File: src/rtl/ex_mem_pipe_reg.sv
// -----------------------------------------------------------------------------
// ex_mem_pipe_reg
//
// EX/MEM pipeline stage register with a valid/ready handshake. It carries the
// execute-stage results (ALU result, store data, destination register, funct3,
// U-type result, PC+4 and the RegWrite/MemToReg/MemRead/MemWrite controls)
// into the memory stage. It supports back-pressure (stall), bubble insertion
// (flush) and an optional one-entry skid buffer.
//
// All state updates on the FALLING edge of clk, like the other pipeline
// registers of this core. rst is synchronous and active-high.
//
// Parameters
//   XLEN    data field width (alu_result, rd2, pc_plus4, utype_res)
//   REG_AW  destination register index width
//   F3_W    funct3 width
//   MTR_W   MemToReg select width
//   SKID    1 = skid entry present, in_ready comes straight from a flop
//           0 = no skid entry, in_ready = out_ready | ~out_valid
//
// Ports
//   clk, rst, flush          clock, sync reset, squash held + incoming entries
//   in_valid / in_ready      EX-side handshake
//   in_*                     EX-side fields (controls, data, wr, funct3)
//   out_valid / out_ready    MEM-side handshake
//   out_*                    registered fields; out_reg_write, out_mem_read
//                            and out_mem_write read 0 while out_valid = 0
// -----------------------------------------------------------------------------
module ex_mem_pipe_reg #(
    parameter int XLEN   = 32,
    parameter int REG_AW = 5,
    parameter int F3_W   = 3,
    parameter int MTR_W  = 2,
    parameter int SKID   = 1
) (
    input  logic              clk,
    input  logic              rst,
    input  logic              flush,

    input  logic              in_valid,
    output logic              in_ready,
    input  logic              in_reg_write,
    input  logic              in_mem_read,
    input  logic              in_mem_write,
    input  logic [MTR_W-1:0]  in_mem_to_reg,
    input  logic [XLEN-1:0]   in_pc_plus4,
    input  logic [XLEN-1:0]   in_utype_res,
    input  logic [XLEN-1:0]   in_alu_result,
    input  logic [XLEN-1:0]   in_rd2,
    input  logic [REG_AW-1:0] in_wr,
    input  logic [F3_W-1:0]   in_funct3,

    output logic              out_valid,
    input  logic              out_ready,
    output logic              out_reg_write,
    output logic              out_mem_read,
    output logic              out_mem_write,
    output logic [MTR_W-1:0]  out_mem_to_reg,
    output logic [XLEN-1:0]   out_pc_plus4,
    output logic [XLEN-1:0]   out_utype_res,
    output logic [XLEN-1:0]   out_alu_result,
    output logic [XLEN-1:0]   out_rd2,
    output logic [REG_AW-1:0] out_wr,
    output logic [F3_W-1:0]   out_funct3
);

    // One pipeline entry. Kept as a single packed word so the main and skid
    // registers, and the skid->main move, stay one assignment each.
    typedef struct packed {
        logic              reg_write;
        logic              mem_read;
        logic              mem_write;
        logic [MTR_W-1:0]  mem_to_reg;
        logic [XLEN-1:0]   pc_plus4;
        logic [XLEN-1:0]   utype_res;
        logic [XLEN-1:0]   alu_result;
        logic [XLEN-1:0]   rd2;
        logic [REG_AW-1:0] wr;
        logic [F3_W-1:0]   funct3;
    } payload_t;

    payload_t w_in_payload;
    payload_t w_main_load_data;
    payload_t r_main_payload;

    logic     r_main_valid;
    logic     w_main_valid_next;
    logic     w_load_main;
    logic     w_in_ready;
    logic     w_in_xfer;
    logic     w_out_xfer;

    always_comb begin
        w_in_payload            = '0;
        w_in_payload.reg_write  = in_reg_write;
        w_in_payload.mem_read   = in_mem_read;
        w_in_payload.mem_write  = in_mem_write;
        w_in_payload.mem_to_reg = in_mem_to_reg;
        w_in_payload.pc_plus4   = in_pc_plus4;
        w_in_payload.utype_res  = in_utype_res;
        w_in_payload.alu_result = in_alu_result;
        w_in_payload.rd2        = in_rd2;
        w_in_payload.wr         = in_wr;
        w_in_payload.funct3     = in_funct3;
    end

    assign w_in_xfer  = in_valid & w_in_ready;
    assign w_out_xfer = r_main_valid & out_ready;

    generate
        if (SKID != 0) begin : g_skid
            // EMPTY: nothing held; ONE: main only; FULL: main + skid.
            typedef enum logic [1:0] {
                ST_EMPTY = 2'd0,
                ST_ONE   = 2'd1,
                ST_FULL  = 2'd2
            } state_t;

            state_t   r_state;
            state_t   w_state_next;
            payload_t r_skid_payload;
            logic     r_in_ready;
            logic     w_load_skid;
            logic     w_main_from_skid;

            // in_ready is its own flop (= ~skid_valid of the next state) so
            // EX never sees a combinational path from out_ready.
            always_ff @(negedge clk) begin
                if (rst) begin
                    r_state    <= ST_EMPTY;
                    r_in_ready <= 1'b1;
                end else begin
                    r_state    <= w_state_next;
                    r_in_ready <= (w_state_next != ST_FULL);
                end
            end

            always_ff @(negedge clk) begin
                if (rst) begin
                    r_skid_payload <= '0;
                end else if (w_load_skid) begin
                    r_skid_payload <= w_in_payload;
                end
            end

            always_comb begin
                w_state_next     = r_state;
                w_load_main      = 1'b0;
                w_load_skid      = 1'b0;
                w_main_from_skid = 1'b0;
                if (flush) begin
                    // Squash both entries and drop the same-edge capture.
                    w_state_next = ST_EMPTY;
                end else begin
                    case (r_state)
                        ST_EMPTY: begin
                            if (w_in_xfer) begin
                                w_load_main  = 1'b1;
                                w_state_next = ST_ONE;
                            end
                        end
                        ST_ONE: begin
                            if (w_in_xfer && w_out_xfer) begin
                                w_load_main = 1'b1;
                            end else if (w_in_xfer) begin
                                // MEM stalled: park the new entry behind main.
                                w_load_skid  = 1'b1;
                                w_state_next = ST_FULL;
                            end else if (w_out_xfer) begin
                                w_state_next = ST_EMPTY;
                            end
                        end
                        ST_FULL: begin
                            // in_ready is low here, so only the drain can happen;
                            // the skid entry always follows the main entry out.
                            if (w_out_xfer) begin
                                w_load_main      = 1'b1;
                                w_main_from_skid = 1'b1;
                                w_state_next     = ST_ONE;
                            end
                        end
                        default: begin
                            w_state_next = ST_EMPTY;
                        end
                    endcase
                end
            end

            assign w_in_ready        = r_in_ready;
            assign w_main_valid_next = (w_state_next != ST_EMPTY);
            assign w_main_load_data  = w_main_from_skid ? r_skid_payload : w_in_payload;
        end else begin : g_noskid
            // Without a skid entry the stage may accept only when the held
            // entry is leaving this same edge (or there is none).
            assign w_in_ready       = out_ready | ~r_main_valid;
            assign w_main_load_data = w_in_payload;

            always_comb begin
                w_main_valid_next = r_main_valid;
                w_load_main       = 1'b0;
                if (flush) begin
                    w_main_valid_next = 1'b0;
                end else if (w_in_xfer) begin
                    w_main_valid_next = 1'b1;
                    w_load_main       = 1'b1;
                end else if (w_out_xfer) begin
                    w_main_valid_next = 1'b0;
                end
            end
        end
    endgenerate

    // Main (MEM-facing) register. Reset clears every field so MEM sees an
    // all-zero bundle; flush only drops valid and leaves stale data behind.
    always_ff @(negedge clk) begin
        if (rst) begin
            r_main_valid   <= 1'b0;
            r_main_payload <= '0;
        end else begin
            r_main_valid <= w_main_valid_next;
            if (w_load_main) begin
                r_main_payload <= w_main_load_data;
            end
        end
    end

    // Side-effecting controls are masked by valid so a bubble can never write
    // the register file or touch memory.
    logic [2:0] w_ctrl_held;
    logic [2:0] w_ctrl_gated;

    assign w_ctrl_held = {r_main_payload.reg_write,
                          r_main_payload.mem_read,
                          r_main_payload.mem_write};

    genvar gi;
    generate
        for (gi = 0; gi < 3; gi++) begin : g_ctrl_gate
            assign w_ctrl_gated[gi] = w_ctrl_held[gi] & r_main_valid;
        end
    endgenerate

    assign in_ready       = w_in_ready;
    assign out_valid      = r_main_valid;
    assign out_reg_write  = w_ctrl_gated[2];
    assign out_mem_read   = w_ctrl_gated[1];
    assign out_mem_write  = w_ctrl_gated[0];
    assign out_mem_to_reg = r_main_payload.mem_to_reg;
    assign out_pc_plus4   = r_main_payload.pc_plus4;
    assign out_utype_res  = r_main_payload.utype_res;
    assign out_alu_result = r_main_payload.alu_result;
    assign out_rd2        = r_main_payload.rd2;
    assign out_wr         = r_main_payload.wr;
    assign out_funct3     = r_main_payload.funct3;

endmodule

File: config.mk
export PLATFORM = sky130hd
export DESIGN_NAME = ex_mem_pipe_reg
export DESIGN_NICKNAME = d
export VERILOG_FILES = /design/src/rtl/ex_mem_pipe_reg.sv
export SDC_FILE = /design/constraint.sdc
export NUM_CORES = 1
export LEC_CHECK = 0
export CORE_MARGIN = 10
export CORE_UTILIZATION = 50
export DETAILED_ROUTE_END_ITERATION = 10
export PLACE_DENSITY = 0.78
export SETUP_SLACK_MARGIN = 0.05
export SLEW_MARGIN = 0
export SYNTH_ARGS = -nofsm -noshare
export SYNTH_HDL_FRONTEND = slang
export SYNTH_SLANG_ARGS = --single-unit
File: constraint.sdc
create_clock -name clk -period 4.9 [get_ports clk]
set_clock_uncertainty 0.2 [all_clocks]
set_input_delay 0.49 -clock clk [delete_from_list [all_inputs] [get_ports clk]]
set_output_delay 0.49 -clock clk [all_outputs]
set_load 0.01 [all_outputs]
# Yosys cells after proc, flatten, opt, wreduce, memory -nomap -nowiden

Cells that the tools add are included.

Register bits after elaboration: 286
Input port bits: 146
Output and inout bits: 143
Logic and storage cells: 52

Eq/ne operators: 3
Mux-type cells: 18
Bitwise gates (word level): 5
Reductions and logical operators: 3

Operators with widths:

| kind                 | number |
|---|---|
| $mux W141            | 1 |
| $mux W2              | 6 |
| $mux W1              | 9 |
| $pmux W2 S3          | 1 |
| $and A1 B1 Y1        | 5 |
| $pmux W1 S3          | 1 |
| $eq A2 B1 Y1 const B | 1 |
| $eq A2 B2 Y1 const B | 1 |
| $logic_not A2 Y1     | 1 |
| $ne A2 B2 Y1 const B | 1 |
| $reduce_bool A2 Y1   | 1 |
| $logic_and A1 B1 Y1  | 1 |

# Longest topological paths before layout

Word-level depth: 7
Depth in mapped cells: 7
Mapped depth without buffers: 3

==> results.py <==
metrics = {
    "outcome": {
        "status": "finished clean",
    },
    "timing": {
        "finalMaxSlewViolations": 0,
        "hold_ws_ns": 0.271,
        "setup_slack_ns": 0.131,
        "setup_viol_count_final": 0,
        "max_slew_margin_pct": 33.9,
        "rsz0062_at_grt": "false",
        "worst_pin_slew_ns": 0.991,
        "finalHoldViolations": 0,
    },
    "critical_path": {
        "critPathMaxStageDelay_ns": 0.63,
        "rrSetupSlack_ns": 2.05,
        "end_kind": "output pin",
        "worstPathRequired_ns": 4.21,
        "r2r_start": "g_skid.r_state[1]",
        "cp_cell_sequence": "clkdlybuf4s50_1",
        "cp_top_family": "buffers and inverters",
        "cp_max_fo": 5,
        "crit_start": "in_ready",
        "path_class": "reg -> out",
        "slowest_stage": "clkdlybuf4s50_1",
        "arrival_ns": 4.08,
        "start_kind": "register",
        "cp_num_buf_inv": 1,
        "rr_worst_depth": 4,
        "rr_endpoint": "out_rd2[26]",
    },
    "power": {
        "switching_share_pct": 32.2,
        "power_frac_comb_pct": 14.3,
        "seqPwrFrac_pct": 36.4,
        "p_int_uw": 4720,
        "leakage_uw": 0.00696,
        "power_frac_clock_pct": 49.3,
        "power_density_mw_per_mm2": 370,
        "power_switching_uw": 2240,
        "ir_drop_mv": 0.294,
    },
    "clock_network": {
        "cts_buffer_depth": 3,
        "h-tree-depth": 2,
        "clock_latency_ns": 0.56,
        "clock-sinks": 286,
        "cts_root_buf": "clkbuf_16",
        "cts_tree": "done",
        "ctsResizeCount": 1,
        "hold_buffers": 0,
        "cts_buffers": 34,
        "path_clk_slew_ns": 0.04,
        "cts_setup_buffers": 0,
    },
    "cells_and_area": {
        "area_growth_syn_to_layout_pct": 34.4,
        "drive_gt1_share_pct": 8.04,
        "top_register": "g_skid.r_skid_payload",
        "fin_area_sq_mm": 0.0189,
        "nNetsFinal": 2151,
        "largest_reg_flops": 141,
    },
    "yosys": {
        "synth-seq-cells": 286,
        "synth_top_area_share_pct": 40.8,
        "yosys.cell_count.top_type": "dfxtp_1",
        "synth_area_sq_mm": 0.0140,
        "seq_area_frac_synth_pct": 40.8,
        "synth_async_sr_flop_share_pct": 0,
        "synthesis.area_per_instance_sq_um": 8.40,
        "yosys-top-cells-area": "dfxtp_1, o21ai_0, nand3_1, a221oi_1, a311oi_1",
        "synth_common_cells": "dfxtp_1, o21ai_0, nand3_1",
        "ys_warn_count": 0,
        "synth.distinct_cells": 27,
        "syn_inst": 1670,
        "syn_nets": 1816,
        "ys.flop_type": "dfxtp_1",
        "synth-edff-count": 0,
        "yosysTopAreaCell": "dfxtp_1",
    },
    "die": {
        "die_x_um": 187,
        "start_util_pct": 50.6,
        "die-area_sq_mm": 0.0351,
        "die_height_um": 187,
        "coreArea_sq_mm": 0.0277,
        "rows": 61,
        "io-pin-count": 289,
    },
    "route": {
        "drcViolationCount": 0,
        "drt-pass1-iter-count": 6,
        "routed_wl_um": 49600,
        "first_iter_violations": 1957,
        "vias": 15500,
        "wl_per_cell_um": 20.5,
        "final_antenna_net_count": 0,
        "viasPerCell": 6.44,
    },
    "placement": {
        "portBuffers": 288,
        "place_congestion": 0.843,
        "hpwlAfterDp_um": 28900,
        "pre_cts_ws_ns": -0.0863,
        "place_area_sq_mm": 0.0167,
    },
    "worst_hold_path": {
        "holdPathEnd": "g_skid.r_skid_payload[103]",
        "hold_depth": 2,
        "hold_class": "reg -> reg",
        "min_from": "g_skid.r_skid_payload[103]",
    },
    "global_route": {
        "grt_util_all_layers_pct": 26.2,
        "grt_pass1_wl_um": 78600,
        "grt.overflow.total": 0,
        "grt_pass1_vias": 15500,
        "antenna_found_initial": 10,
        "grt_max_degree": 92,
    },
    "run": {
        "maxCapViolCount": 0,
    },
}
-- final cells by class --
class | count | area (sq um)
Antenna cell | 7 | 17.5
Sequential cell | 286 | 5730
Tap cell | 378 | 473
Timing Repair Buffer | 386 | 4220
Multi-Input combinational cell | 1009 | 6240
Clock buffer | 37 | 926
Fill cell | 2188 | 8850
Clock inverter | 307 | 1230
Inverter | 2 | 12.5
-- logic make-up (layout without fill, tap and decap cells) --
logic type / count (synthesis) / count (layout) / share of synthesized area [%]
other cells: 0 / 7 / 0
flops: 286 / 286 / 40.8
simple gates: 295 / 295 / 10.8
xor+xnor: 1 / 1 / 0.0625
buf+inv: 375 / 732 / 15.1
compound gates: 713 / 713 / 33.2
-- per-stage QoR --
stage | power [uW] | setup TNS (ns) | util, % | cells
finish | 6970 | 0 | 68.0 | 2412
floorplan | 3470 | 0 | - | 1670
CTS | 7010 | 0 | 68.0 | 2405
global route | 7350 | 0 | 68.0 | 2412
global placement | 3880 | -0.000609 | 60.2 | 2062
detailed placement | 3900 | -2.48 | 60.2 | 2062
-- worst max-delay path by stage --
| stage | endpoint | slack, ns | cells after the start |
|---|---|---|---|
| 5_1_grt | out_mem_read | 0.06 | 2 |
| 3_3_place_gp | g_skid.r_skid_payload[129] | -0.0006 | 6 |
| 2_1_floorplan | out_alu_result[10] | 0.63 | 7 |
| 4_1_cts | out_mem_write | 0.08 | 2 |
| 3_5_place_dp | out_utype_res[0] | -0.09 | 6 |
| 6_report | in_ready | 0.13 | 1 |
-- layout by cell type, fill, tap and decap left out, types with 4 or more instances in the layout --
cell             count
inv_1              292
clkdlybuf4s50_1    287
dfxtp_1            284
o21ai_0            283
nand3_1            282
a21oi_1            143
a221oi_1           141
a311oi_1           141
buf_4               50
buf_12              48
clkbuf_16           37
clkinvlp_2           8
diode_2              7
inv_4                6
and2_1               4
-- layer usage --
layer,GRT usage [%],wire length [um],part of all wire (%)
met1,30.6,18900,38
met4,15.1,1800,3.6
met5,0,23,0.046
met2,40.8,23500,47
met3,9.49,5300,11
-- power groups by stage --
stage          Clock, uW  Sequential (uW)  Combinational (uW)
2_1_floorplan        353             2530                 590
3_3_place_gp         353             2560                 968
3_5_place_dp         353             2560                 981
4_1_cts             3490             2540                 988
5_1_grt             3750             2540                1060
6_report            3430             2540                 996
Power figures use the tool's default switching activity.
